<file path="src/rtl/ext_bus_pkg.sv">
// ext_bus_pkg: shared types and constants for the external bus controller
package ext_bus_pkg;
   localparam int EB_CS_BITS       = 2;
   localparam int EB_CE_BITS       = 1 << EB_CS_BITS;
   localparam int EB_ADDR_BITS     = 24;
   localparam int EB_DATA_BITS     = 32;
   localparam int EB_CNT_BITS      = 4;
   localparam int EB_REQ_ADDR_BITS = EB_CS_BITS + EB_ADDR_BITS;
   typedef enum logic [1:0] {IDLE, SETUP, STROBE, HOLD} eb_state_t;
   function automatic logic [EB_CE_BITS-1:0] eb_cs_onehot(input logic [EB_CS_BITS-1:0] cs);
      return EB_CE_BITS'(1) << cs;
   endfunction
endpackage

</file>
<file path="src/rtl/ext_bus_if.sv">
// ext_bus_if: requester handshakes plus the active-high external bus signals
interface ext_bus_if;
   import ext_bus_pkg::*;
   logic                        req0_valid;
   logic                        req0_write;
   logic [EB_REQ_ADDR_BITS-1:0] req0_address;
   logic [EB_DATA_BITS-1:0]     req0_wdata;
   logic                        req0_done;
   logic                        req1_valid;
   logic                        req1_write;
   logic [EB_REQ_ADDR_BITS-1:0] req1_address;
   logic [EB_DATA_BITS-1:0]     req1_wdata;
   logic                        req1_done;
   logic [EB_DATA_BITS-1:0]     rdata;
   logic [EB_CE_BITS-1:0]       ext_bus_ce;
   logic                        ext_bus_oe;
   logic                        ext_bus_we;
   logic [EB_ADDR_BITS-1:0]     ext_bus_address;
   logic [EB_DATA_BITS-1:0]     ext_bus_write_data;
   logic                        ext_bus_write_data_enable;
   logic [EB_DATA_BITS-1:0]     ext_bus_read_data;
   modport master (
      input  req0_valid, req0_write, req0_address, req0_wdata,
      input  req1_valid, req1_write, req1_address, req1_wdata,
      input  ext_bus_read_data,
      output req0_done, req1_done, rdata,
      output ext_bus_ce, ext_bus_oe, ext_bus_we, ext_bus_address,
      output ext_bus_write_data, ext_bus_write_data_enable
   );
   modport slave (
      output req0_valid, req0_write, req0_address, req0_wdata,
      output req1_valid, req1_write, req1_address, req1_wdata,
      output ext_bus_read_data,
      input  req0_done, req1_done, rdata,
      input  ext_bus_ce, ext_bus_oe, ext_bus_we, ext_bus_address,
      input  ext_bus_write_data, ext_bus_write_data_enable
   );
endinterface

</file>
<file path="src/rtl/ext_bus_rr_arbiter.sv">
// ext_bus_rr_arbiter: two-way round-robin grant; port 0 wins the first contention
module ext_bus_rr_arbiter (
   input  logic int_clock,
   input  logic int_reset,
   input  logic enable,
   input  logic req0,
   input  logic req1,
   output logic grant_valid,
   output logic grant_index
);
   logic last_grant;
   // Lone requester wins; on contention the port not granted last time wins
   always_comb begin
      grant_valid = enable & (req0 | req1);
      grant_index = (req0 & req1) ? ~last_grant : req1;
   end
   // Remember the most recent grant for fairness
   always_ff @(posedge int_clock or posedge int_reset) begin
      if (int_reset) last_grant <= 1'b1;
      else if (grant_valid) last_grant <= grant_index;
   end
endmodule

</file>
<file path="src/rtl/ext_bus_controller.sv">
// ext_bus_controller: arbitrates two requesters and sequences setup/strobe/hold bus cycles
module ext_bus_controller
   import ext_bus_pkg::*;
#(
   parameter int unsigned READ_STROBE_CYCLES  = 3,
   parameter int unsigned WRITE_STROBE_CYCLES = 2
) (
   input logic       int_clock,
   input logic       int_reset,
   ext_bus_if.master bus
);
   localparam logic [EB_CNT_BITS-1:0] RD_LOAD = EB_CNT_BITS'(READ_STROBE_CYCLES - 1);
   localparam logic [EB_CNT_BITS-1:0] WR_LOAD = EB_CNT_BITS'(WRITE_STROBE_CYCLES - 1);
   eb_state_t                   state, state_next;
   logic [EB_CNT_BITS-1:0]      count, count_next;
   logic                        grant_valid, grant_index;
   logic                        txn_write, txn_port;
   logic [EB_REQ_ADDR_BITS-1:0] txn_address;
   logic [EB_DATA_BITS-1:0]     txn_wdata;
   logic                        sel_write, busy_next;
   logic [EB_REQ_ADDR_BITS-1:0] sel_address;
   logic [EB_DATA_BITS-1:0]     sel_wdata;
   ext_bus_rr_arbiter arbiter (
      .int_clock  (int_clock),
      .int_reset  (int_reset),
      .enable     (state == IDLE),
      .req0       (bus.req0_valid),
      .req1       (bus.req1_valid),
      .grant_valid(grant_valid),
      .grant_index(grant_index)
   );
   // State and strobe counter registers
   always_ff @(posedge int_clock or posedge int_reset) begin
      if (int_reset) begin
         state <= IDLE;
         count <= '0;
      end else begin
         state <= state_next;
         count <= count_next;
      end
   end
   // Next state: one SETUP cycle, N STROBE cycles counted down to zero, one HOLD cycle
   always_comb begin
      state_next = state;
      count_next = count;
      case (state)
         IDLE:    if (grant_valid) state_next = SETUP;
         SETUP: begin
            state_next = STROBE;
            count_next = txn_write ? WR_LOAD : RD_LOAD;
         end
         STROBE: begin
            count_next = count - 1'b1;
            if (count == '0) state_next = HOLD;
         end
         HOLD:    state_next = IDLE;
         default: state_next = IDLE;
      endcase
   end
   // In IDLE the granted request feeds the output registers directly so CE is up in SETUP
   always_comb begin
      sel_write   = (state == IDLE) ? (grant_index ? bus.req1_write : bus.req0_write) : txn_write;
      sel_address = (state == IDLE) ? (grant_index ? bus.req1_address : bus.req0_address) : txn_address;
      sel_wdata   = (state == IDLE) ? (grant_index ? bus.req1_wdata : bus.req0_wdata) : txn_wdata;
      busy_next   = state_next != IDLE;
   end
   // Latch the granted request for the whole transaction; later changes by the requester are ignored
   always_ff @(posedge int_clock or posedge int_reset) begin
      if (int_reset) begin
         txn_write   <= 1'b0;
         txn_port    <= 1'b0;
         txn_address <= '0;
         txn_wdata   <= '0;
      end else if (state == IDLE && grant_valid) begin
         txn_write   <= sel_write;
         txn_port    <= grant_index;
         txn_address <= sel_address;
         txn_wdata   <= sel_wdata;
      end
   end
   // Registered bus outputs, computed from the next state so strobes never glitch
   always_ff @(posedge int_clock or posedge int_reset) begin
      if (int_reset) begin
         bus.ext_bus_ce                <= '0;
         bus.ext_bus_oe                <= 1'b0;
         bus.ext_bus_we                <= 1'b0;
         bus.ext_bus_address           <= '0;
         bus.ext_bus_write_data        <= '0;
         bus.ext_bus_write_data_enable <= 1'b0;
         bus.req0_done                 <= 1'b0;
         bus.req1_done                 <= 1'b0;
         bus.rdata                     <= '0;
      end else begin
         bus.ext_bus_ce                <= busy_next ? eb_cs_onehot(sel_address[EB_REQ_ADDR_BITS-1:EB_ADDR_BITS]) : '0;
         bus.ext_bus_address           <= busy_next ? sel_address[EB_ADDR_BITS-1:0] : '0;
         bus.ext_bus_write_data_enable <= busy_next & sel_write;
         bus.ext_bus_write_data        <= (busy_next & sel_write) ? sel_wdata : '0;
         bus.ext_bus_oe                <= (state_next == STROBE) & ~sel_write;
         bus.ext_bus_we                <= (state_next == STROBE) & sel_write;
         bus.req0_done                 <= (state_next == HOLD) & ~txn_port;
         bus.req1_done                 <= (state_next == HOLD) & txn_port;
         if (state == STROBE && count == '0 && !txn_write) bus.rdata <= bus.ext_bus_read_data;
      end
   end
endmodule

</file>
<file path="src/flat_wrapper.sv">
// flat-port wrapper written by rule: the top's interface ports become plain ports
module ext_bus_controller_flat import ext_bus_pkg::*;
#(
   parameter int unsigned READ_STROBE_CYCLES  = 3,
   parameter int unsigned WRITE_STROBE_CYCLES = 2
)
  (int_clock, int_reset, bus_req0_valid, bus_req0_write, bus_req0_address, bus_req0_wdata, bus_req1_valid, bus_req1_write, bus_req1_address, bus_req1_wdata, bus_ext_bus_read_data, bus_req0_done, bus_req1_done, bus_rdata, bus_ext_bus_ce, bus_ext_bus_oe, bus_ext_bus_we, bus_ext_bus_address, bus_ext_bus_write_data, bus_ext_bus_write_data_enable);
  ext_bus_if bus_i ();
  input logic int_clock;
  input logic int_reset;
  input wire logic [$bits(bus_i.req0_valid)-1:0] bus_req0_valid;
  input wire logic [$bits(bus_i.req0_write)-1:0] bus_req0_write;
  input wire logic [$bits(bus_i.req0_address)-1:0] bus_req0_address;
  input wire logic [$bits(bus_i.req0_wdata)-1:0] bus_req0_wdata;
  input wire logic [$bits(bus_i.req1_valid)-1:0] bus_req1_valid;
  input wire logic [$bits(bus_i.req1_write)-1:0] bus_req1_write;
  input wire logic [$bits(bus_i.req1_address)-1:0] bus_req1_address;
  input wire logic [$bits(bus_i.req1_wdata)-1:0] bus_req1_wdata;
  input wire logic [$bits(bus_i.ext_bus_read_data)-1:0] bus_ext_bus_read_data;
  output wire logic [$bits(bus_i.req0_done)-1:0] bus_req0_done;
  output wire logic [$bits(bus_i.req1_done)-1:0] bus_req1_done;
  output wire logic [$bits(bus_i.rdata)-1:0] bus_rdata;
  output wire logic [$bits(bus_i.ext_bus_ce)-1:0] bus_ext_bus_ce;
  output wire logic [$bits(bus_i.ext_bus_oe)-1:0] bus_ext_bus_oe;
  output wire logic [$bits(bus_i.ext_bus_we)-1:0] bus_ext_bus_we;
  output wire logic [$bits(bus_i.ext_bus_address)-1:0] bus_ext_bus_address;
  output wire logic [$bits(bus_i.ext_bus_write_data)-1:0] bus_ext_bus_write_data;
  output wire logic [$bits(bus_i.ext_bus_write_data_enable)-1:0] bus_ext_bus_write_data_enable;
  assign bus_i.req0_valid = bus_req0_valid;
  assign bus_i.req0_write = bus_req0_write;
  assign bus_i.req0_address = bus_req0_address;
  assign bus_i.req0_wdata = bus_req0_wdata;
  assign bus_i.req1_valid = bus_req1_valid;
  assign bus_i.req1_write = bus_req1_write;
  assign bus_i.req1_address = bus_req1_address;
  assign bus_i.req1_wdata = bus_req1_wdata;
  assign bus_i.ext_bus_read_data = bus_ext_bus_read_data;
  assign bus_req0_done = bus_i.req0_done;
  assign bus_req1_done = bus_i.req1_done;
  assign bus_rdata = bus_i.rdata;
  assign bus_ext_bus_ce = bus_i.ext_bus_ce;
  assign bus_ext_bus_oe = bus_i.ext_bus_oe;
  assign bus_ext_bus_we = bus_i.ext_bus_we;
  assign bus_ext_bus_address = bus_i.ext_bus_address;
  assign bus_ext_bus_write_data = bus_i.ext_bus_write_data;
  assign bus_ext_bus_write_data_enable = bus_i.ext_bus_write_data_enable;
  ext_bus_controller #(.READ_STROBE_CYCLES(READ_STROBE_CYCLES), .WRITE_STROBE_CYCLES(WRITE_STROBE_CYCLES)) u_core (.int_clock(int_clock), .int_reset(int_reset), .bus(bus_i));
endmodule
</file>
<file path="config.mk">
export PLATFORM = sky130hd
export DESIGN_NAME = ext_bus_controller_flat
export DESIGN_NICKNAME = d
export VERILOG_FILES = /design/src/rtl/ext_bus_pkg.sv /design/src/rtl/ext_bus_if.sv /design/src/rtl/ext_bus_rr_arbiter.sv /design/src/rtl/ext_bus_controller.sv /design/src/flat_wrapper.sv
export SDC_FILE = /design/constraint.sdc
export NUM_CORES = 1
export LEC_CHECK = 0
export CORE_UTILIZATION = 45
export CTS_BUF_LIST = sky130_fd_sc_hd__clkbuf_16
export CTS_CLUSTER_DIAMETER = 40
export CTS_CLUSTER_SIZE = 14
export DETAILED_ROUTE_END_ITERATION = 8
export PLACE_DENSITY = 0.89
export REMOVE_ABC_BUFFERS = 1
export SLEW_MARGIN = 40
export SYNTH_ARGS = -nofsm -noshare
export SYNTH_HDL_FRONTEND = slang
export SYNTH_SLANG_ARGS = --single-unit
</file>
<file path="constraint.sdc">
create_clock -name int_clock -period 7.1 [get_ports int_clock]
set_input_delay 1.42 -clock int_clock [delete_from_list [all_inputs] [get_ports int_clock]]
set_output_delay 1.42 -clock int_clock [all_outputs]
set_load 0.01 [all_outputs]
</file>
---- Word-level counts from Yosys, hierarchy flattened ----
Cells that the tools add are included.
word-level totals
  input port bits ......................... 154
  output and inout bits ................... 97
  register bits after elaboration ......... 164
  logic and storage cells ................. 57
cells by class
  shifts and indexed selects .............. 1
  reductions and logical operators ........ 8
  muxes and demuxes ....................... 15
  equal/unequal tests ..................... 5
  add/sub/neg operators ................... 1
  bitwise operators ....................... 11
operators with widths
  operator                                           number
  2-to-1 mux 32 bit                                  3
  2-to-1 mux 26 bit                                  2
  2-to-1 mux 24 bit                                  1
  == test 2 bit (second input constant)              4
  case mux 2 bit (4 select lines)                    1
  case mux 4 bit (2 select lines)                    1
  AND 1 bit                                          7
  2-to-1 mux 2 bit                                   3
  zero test 4 bit                                    1
  2-to-1 mux 4 bit                                   1
  nonzero test 2 bit                                 2
  left shift 1 x 2 -> 4 bit (first input constant)   1
  subtractor 4 x 1 -> 4 bit (second input constant)  1
  logical AND 1 bit                                  3
  2-to-1 mux 1 bit                                   3
  inverter 1 bit                                     3
  == test 2 x 1 -> 1 bit (second input constant)     1
  zero test 2 bit                                    1
  zero test 1 bit                                    1
  bitwise OR 1 bit                                   1

---- Longest topological paths before layout ----
  word-level depth ........................ 7
  mapped depth ............................ 8
  mapped depth without buffers ............ 7

---- Hierarchy ----
A second synthesis with hierarchy kept.
unflattened totals
  cell total of the unflattened synthesis .. 578
  area total of the unflattened synthesis .. 7268.2 um^2
by module, submodules not included
  module              instances  sequential area each (um^2)  cells an instance  area each (um^2)
  ext_bus_controller  1          4078.9                       572                7211.9
  ext_bus_rr_arbiter  1          26.3                         6                  56.3

---- Least setup slack after synthesis ----
Ideal clock, no wire load.
  path type ............................... input -> register
  start ................................... in bus_req1_valid
  end ..................................... reg u_core.bus.ext_bus_write_data[10]
  buffers on the path ..................... 1
  library setup time ...................... 0.151 ns
  stages .................................. 5
  required time ........................... 6.949 ns
  data arrival time ....................... 2.345 ns
  path slack .............................. 4.604 ns
  cells stage by stage .................... o21ai_2 a21boi_2 o22ai_4 buf_4 a211oi_2
on the way
  cells in the longest elaborated chain, start to end .. 7
  elaborated cells between the ends (all ways) .. 13
  classes of those cells .................. mux (8); bitwise (4); reduce/logical (1)
RTL lines
  what                             line                      text
  start, declared                  flat_wrapper.sv:15        input wire logic [$bits(bus_i.req1_valid)-1:0] bus_req1_valid;
  bitwise OR 1 bit                 ext_bus_rr_arbiter.sv:14  grant_valid = enable & (req0 | req1);
  AND 1 bit                        ext_bus_rr_arbiter.sv:14
  2-to-1 mux 2 bit                 ext_bus_controller.sv:47  IDLE: if (grant_valid) state_next = SETUP;
  case mux 2 bit (4 select lines)  ext_bus_controller.sv:46  case (state)
  nonzero test 2 bit               ext_bus_controller.sv:65  busy_next = state_next != IDLE;
  AND 1 bit                        ext_bus_controller.sv:97  bus.ext_bus_write_data <= (busy_next & sel_write) ? sel_wdata : '0;
  2-to-1 mux 32 bit (*)            ext_bus_controller.sv:97
  end signal, assigned             ext_bus_controller.sv:97
  end, declared                    ext_bus_if.sv:28          output ext_bus_write_data, ext_bus_write_data_enable
Mark *: on every way between the ends. The rest lies on a longest branch, timed or not.
A chain may end at the register's enable or synchronous reset.

---- Worst setup path after layout ----
  start ................................... in bus_req0_valid
  end ..................................... reg u_core.txn_wdata[28]
on the way
  cells in the longest elaborated chain, start to end .. 4
  elaborated cells between the ends (all ways) .. 7
  classes of those cells .................. mux (3); bitwise (3); reduce/logical (1)
RTL lines
  what                            line                      text
  start, declared                 flat_wrapper.sv:11        input wire logic [$bits(bus_i.req0_valid)-1:0] bus_req0_valid;
  AND 1 bit                       ext_bus_rr_arbiter.sv:15  grant_index = (req0 & req1) ? ~last_grant : req1;
  2-to-1 mux 1 bit                ext_bus_rr_arbiter.sv:15
  2-to-1 mux 32 bit (2 in a row)  ext_bus_controller.sv:64  sel_wdata = (state == IDLE) ? (grant_index ? bus.req1_wdata : bus.req0_wdata) : txn_wdata;
  end signal, assigned            ext_bus_controller.sv:78  txn_wdata <= sel_wdata;
  end, declared                   ext_bus_controller.sv:19  logic [EB_DATA_BITS-1:0] txn_wdata;
Several ways; a longest one is shown, not always the timed one.

==> metrics.yaml <==
outcome: "completed"
timing.hold.ws_ns: 0.4718
place_area_um2: 9560
finClkSkew_ns: 0.01055
synthCells: 596
antenna_cells: 0
crit_type: "in -> reg"
total_power_w: 0.004546
num_rows: 45
io_pins: 251
dr.pass1.iters: 4
vias_per_cell: 5.081
power_density_nw_per_um2: 447.4
start_util_pct: 46.25
antenna_found_initial: 0
synth_cell_types: 36
cts_buffers: 17
start_kind: "primary input"
clk_pin_slew_worst_paths_ns: 0.07
multi_input_area_um2: 2628
rsz0062_at_grt: "false"
post-route-util_pct: 66.84
grt_usage_pct: 21.41
drt_iter0_drc: 280
grt_pass1_vias: 5284
regArea_um2: 4105
ys_seq_area_share_pct: 58.39
avgRoutedWirePerCell_um: 16.04
postCtsHoldBufs: 0
hpwl_um: 11090
maxCapViolCount: 0
clock_sinks: 164
swShare_pct: 36.32
ys_warn_count: 0
synth-async-reset-ratio_pct: 100.0
h-tree-depth: 4
nFillCells: 1125
critPathMaxFanout: 32
cts_tree: "done"
area_growth_pct: 44.53
avgSynthCellArea_um2: 11.80
grt_pass1_wl_um: 26780
clock_path_buffers: 2
syn_area_um2: 7030
design_area_um2: 10160
gr-total-overflow: 0
hold_path.class: "reg -> reg"
insertion_delay_ns: 0.42
cp.required_ns: 7.37
fp.coreArea_um2: 15200
post-route-min-period_ns: 3.398
post_cts_buffers: 0
end_kind: "flip-flop"
p_int_w: 0.002895
ys.flop_type: "dfrtp_1"
tns_ns: 0
die_x_um: 127.0
peakVddDrop_mv: 0.2621
ys_ff_latch: 164
p_clk_share_pct: 20.3
routed_wl_um: 16500
tightest_slew_ns: 0.7998
design.die.area_um2: 16130
crit_arrival_ns: 3.66
leakage_nw: 4.483
synth-edff-count: 0
drc: 0
hold_viol_final: 0
p_switching_w: 0.001651
gp_congestion: 0.7340
cts_root_buf: "clkbuf_16"
maxSlewViolCount: 0
combPwrFrac_pct: 44.7
grt_max_degree: 118
port-buffer-count: 250
postRouteAntennaNets: 0
fin_crit_sh_pct: 47.87
setup_viol: 0
power_frac_seq_pct: 35.0
drive_gt1_share_pct: 12.37
post_cts_resized: 0
die_h_um: 127.0
max_freq_mhz: 294.2
nNetsFinal: 987
via_count: 5228
relSlewSlack_pct: 46.68
-- metrics by stage --
step,std cells,worst slack [ns]
after global routing,1029,3.551
after detailed placement,997,3.256
after floorplan,553,0.5641
after global placement,997,3.292
final,1029,3.702
after CTS,1029,3.682
-- critical path, stage by stage --
cell             delay (ns)
clkdlybuf4s50_1        0.62
a21bo_4                0.53
buf_4                  0.59
mux2i_1                0.36
o21ai_0                0.12
-- Yosys cell counts (2+ instances only) --
master | instances | area share, %
nand3_1 | 2 | 0.14
a21boi_2 | 2 | 0.32
and3_1 | 4 | 0.36
a21oi_1 | 4 | 0.28
buf_1 | 3 | 0.16
mux2i_1 | 57 | 8.1
a21o_1 | 2 | 0.21
nor3_1 | 6 | 0.43
buf_12 | 5 | 1.4
o21ai_2 | 2 | 0.25
nor3b_1 | 2 | 0.21
buf_2 | 7 | 0.50
ha_1 | 5 | 0.89
clkbuf_1 | 19 | 1.0
buf_4 | 7 | 0.75
a211oi_2 | 22 | 3.9
nor2_1 | 61 | 3.3
buf_6 | 2 | 0.32
dfrtp_1 | 163 | 58
o21ai_0 | 67 | 4.8
mux2_2 | 32 | 5.1
inv_1 | 9 | 0.48
a211oi_1 | 33 | 3.5
nand2_1 | 68 | 3.6
-- final timing paths --
| path | from | to | slack (ns) | cells after the start |
|---|---|---|---|---|
| hold / removal | u_core.txn_port$_DFFE_PP0P_ | u_core.bus.req0_done$_DFF_PP0_ | 0.47 | 1 |
| setup reg to reg | u_core.state[0]$_DFF_PP0_ | u_core.bus.ext_bus_write_data[23]$_DFF_PP0_ | 3.85 | 8 |
| hold reg to reg | u_core.txn_port$_DFFE_PP0P_ | u_core.bus.req0_done$_DFF_PP0_ | 0.47 | 1 |
| setup / recovery | bus_req0_valid | u_core.txn_wdata[28]$_DFFE_PP0P_ | 3.70 | 5 |
| max in group asynchronous | int_reset | u_core.txn_address[12]$_DFFE_PP0P_ | 4.57 | 3 |
| min in group asynchronous | int_reset | u_core.bus.ext_bus_address[5]$_DFF_PP0_ | 1.53 | 2 |
-- cell usage in the layout (no fill, tap or decap), types with 2 or more instances in the layout --
| cell type | netlist | layout |
|---|---|---|
| inv_1 | 9 | 9 |
| a21o_1 | 2 | 2 |
| a211oi_1 | 33 | 33 |
| ha_1 | 5 | 4 |
| nor2_1 | 61 | 60 |
| nand2_1 | 68 | 68 |
| clkinvlp_4 | 0 | 2 |
| a21oi_1 | 4 | 4 |
| dfrtp_1 | 163 | 163 |
| a21boi_2 | 2 | 2 |
| inv_8 | 0 | 3 |
| bufinv_16 | 0 | 2 |
| clkdlybuf4s50_1 | 0 | 250 |
| and3_1 | 4 | 4 |
| nor3_1 | 6 | 6 |
| clkinv_4 | 0 | 4 |
| nand3_1 | 2 | 2 |
| inv_6 | 0 | 4 |
| mux2_2 | 32 | 32 |
| clkbuf_16 | 0 | 17 |
| a211oi_2 | 22 | 22 |
| buf_6 | 2 | 2 |
| nor3b_1 | 2 | 2 |
| buf_4 | 7 | 4 |
| mux2i_1 | 57 | 57 |
| o21ai_0 | 67 | 67 |
-- flip-flops by register name, indices dropped and copies added, names as in the netlist --
name / flops
u_core.bus.ext_bus_write_data: 32
u_core.bus.req1_done: 1
u_core.txn_address: 26
u_core.state: 2
u_core.arbiter.last_grant: 1
u_core.count: 4
u_core.bus.ext_bus_address: 24
u_core.bus.ext_bus_ce: 4
u_core.bus.rdata: 32
u_core.txn_write: 1
u_core.bus.ext_bus_we: 1
u_core.txn_port: 1
u_core.bus.req0_done: 1
u_core.txn_wdata: 32
u_core.bus.ext_bus_oe: 1
u_core.bus.ext_bus_write_data_enable: 1
-- cell families after synthesis --
group	count (synthesis)	synth area share (%)
DFF	164	58.39
buffers and inverters	52	4.645
adders and majority gates	5	0.8898
and+or+nand+nor	146	8.436
AOI/OAI and AO/OA	139	14.20
muxes	90	13.44
-- final cells by class --
type | count | area share (%)
Sequential cell | 164 | 40.40
Inverter | 9 | 0.4064
Multi-Input combinational cell | 380 | 25.86
Tap cell | 188 | 2.315
Timing Repair Buffer | 256 | 25.14
Clock buffer | 17 | 4.187
Clock inverter | 15 | 1.687
-- power by group through the flow --
| stage | Combinational, W | Clock [W] | Sequential [W] |
|---|---|---|---|
| after floorplan | 0.00105 | 0 | 0.00170 |
| after CTS | 0.00207 | 0.000942 | 0.00159 |
| after global routing | 0.00224 | 0.000983 | 0.00164 |
| final | 0.00203 | 0.000924 | 0.00159 |
| after detailed placement | 0.00206 | 0 | 0.00160 |
| after global placement | 0.00200 | 0 | 0.00158 |
-- layer usage --
| metal | wire length (um) | GRT usage [%] |
|---|---|---|
| met1 | 6597 | 25.03 |
| met2 | 8442 | 37.07 |
| met3 | 1187 | 6.993 |
| met4 | 277 | 7.353 |
| met5 | 0 | 0 |
No activity file was read; power rests on OpenSTA's default activity.
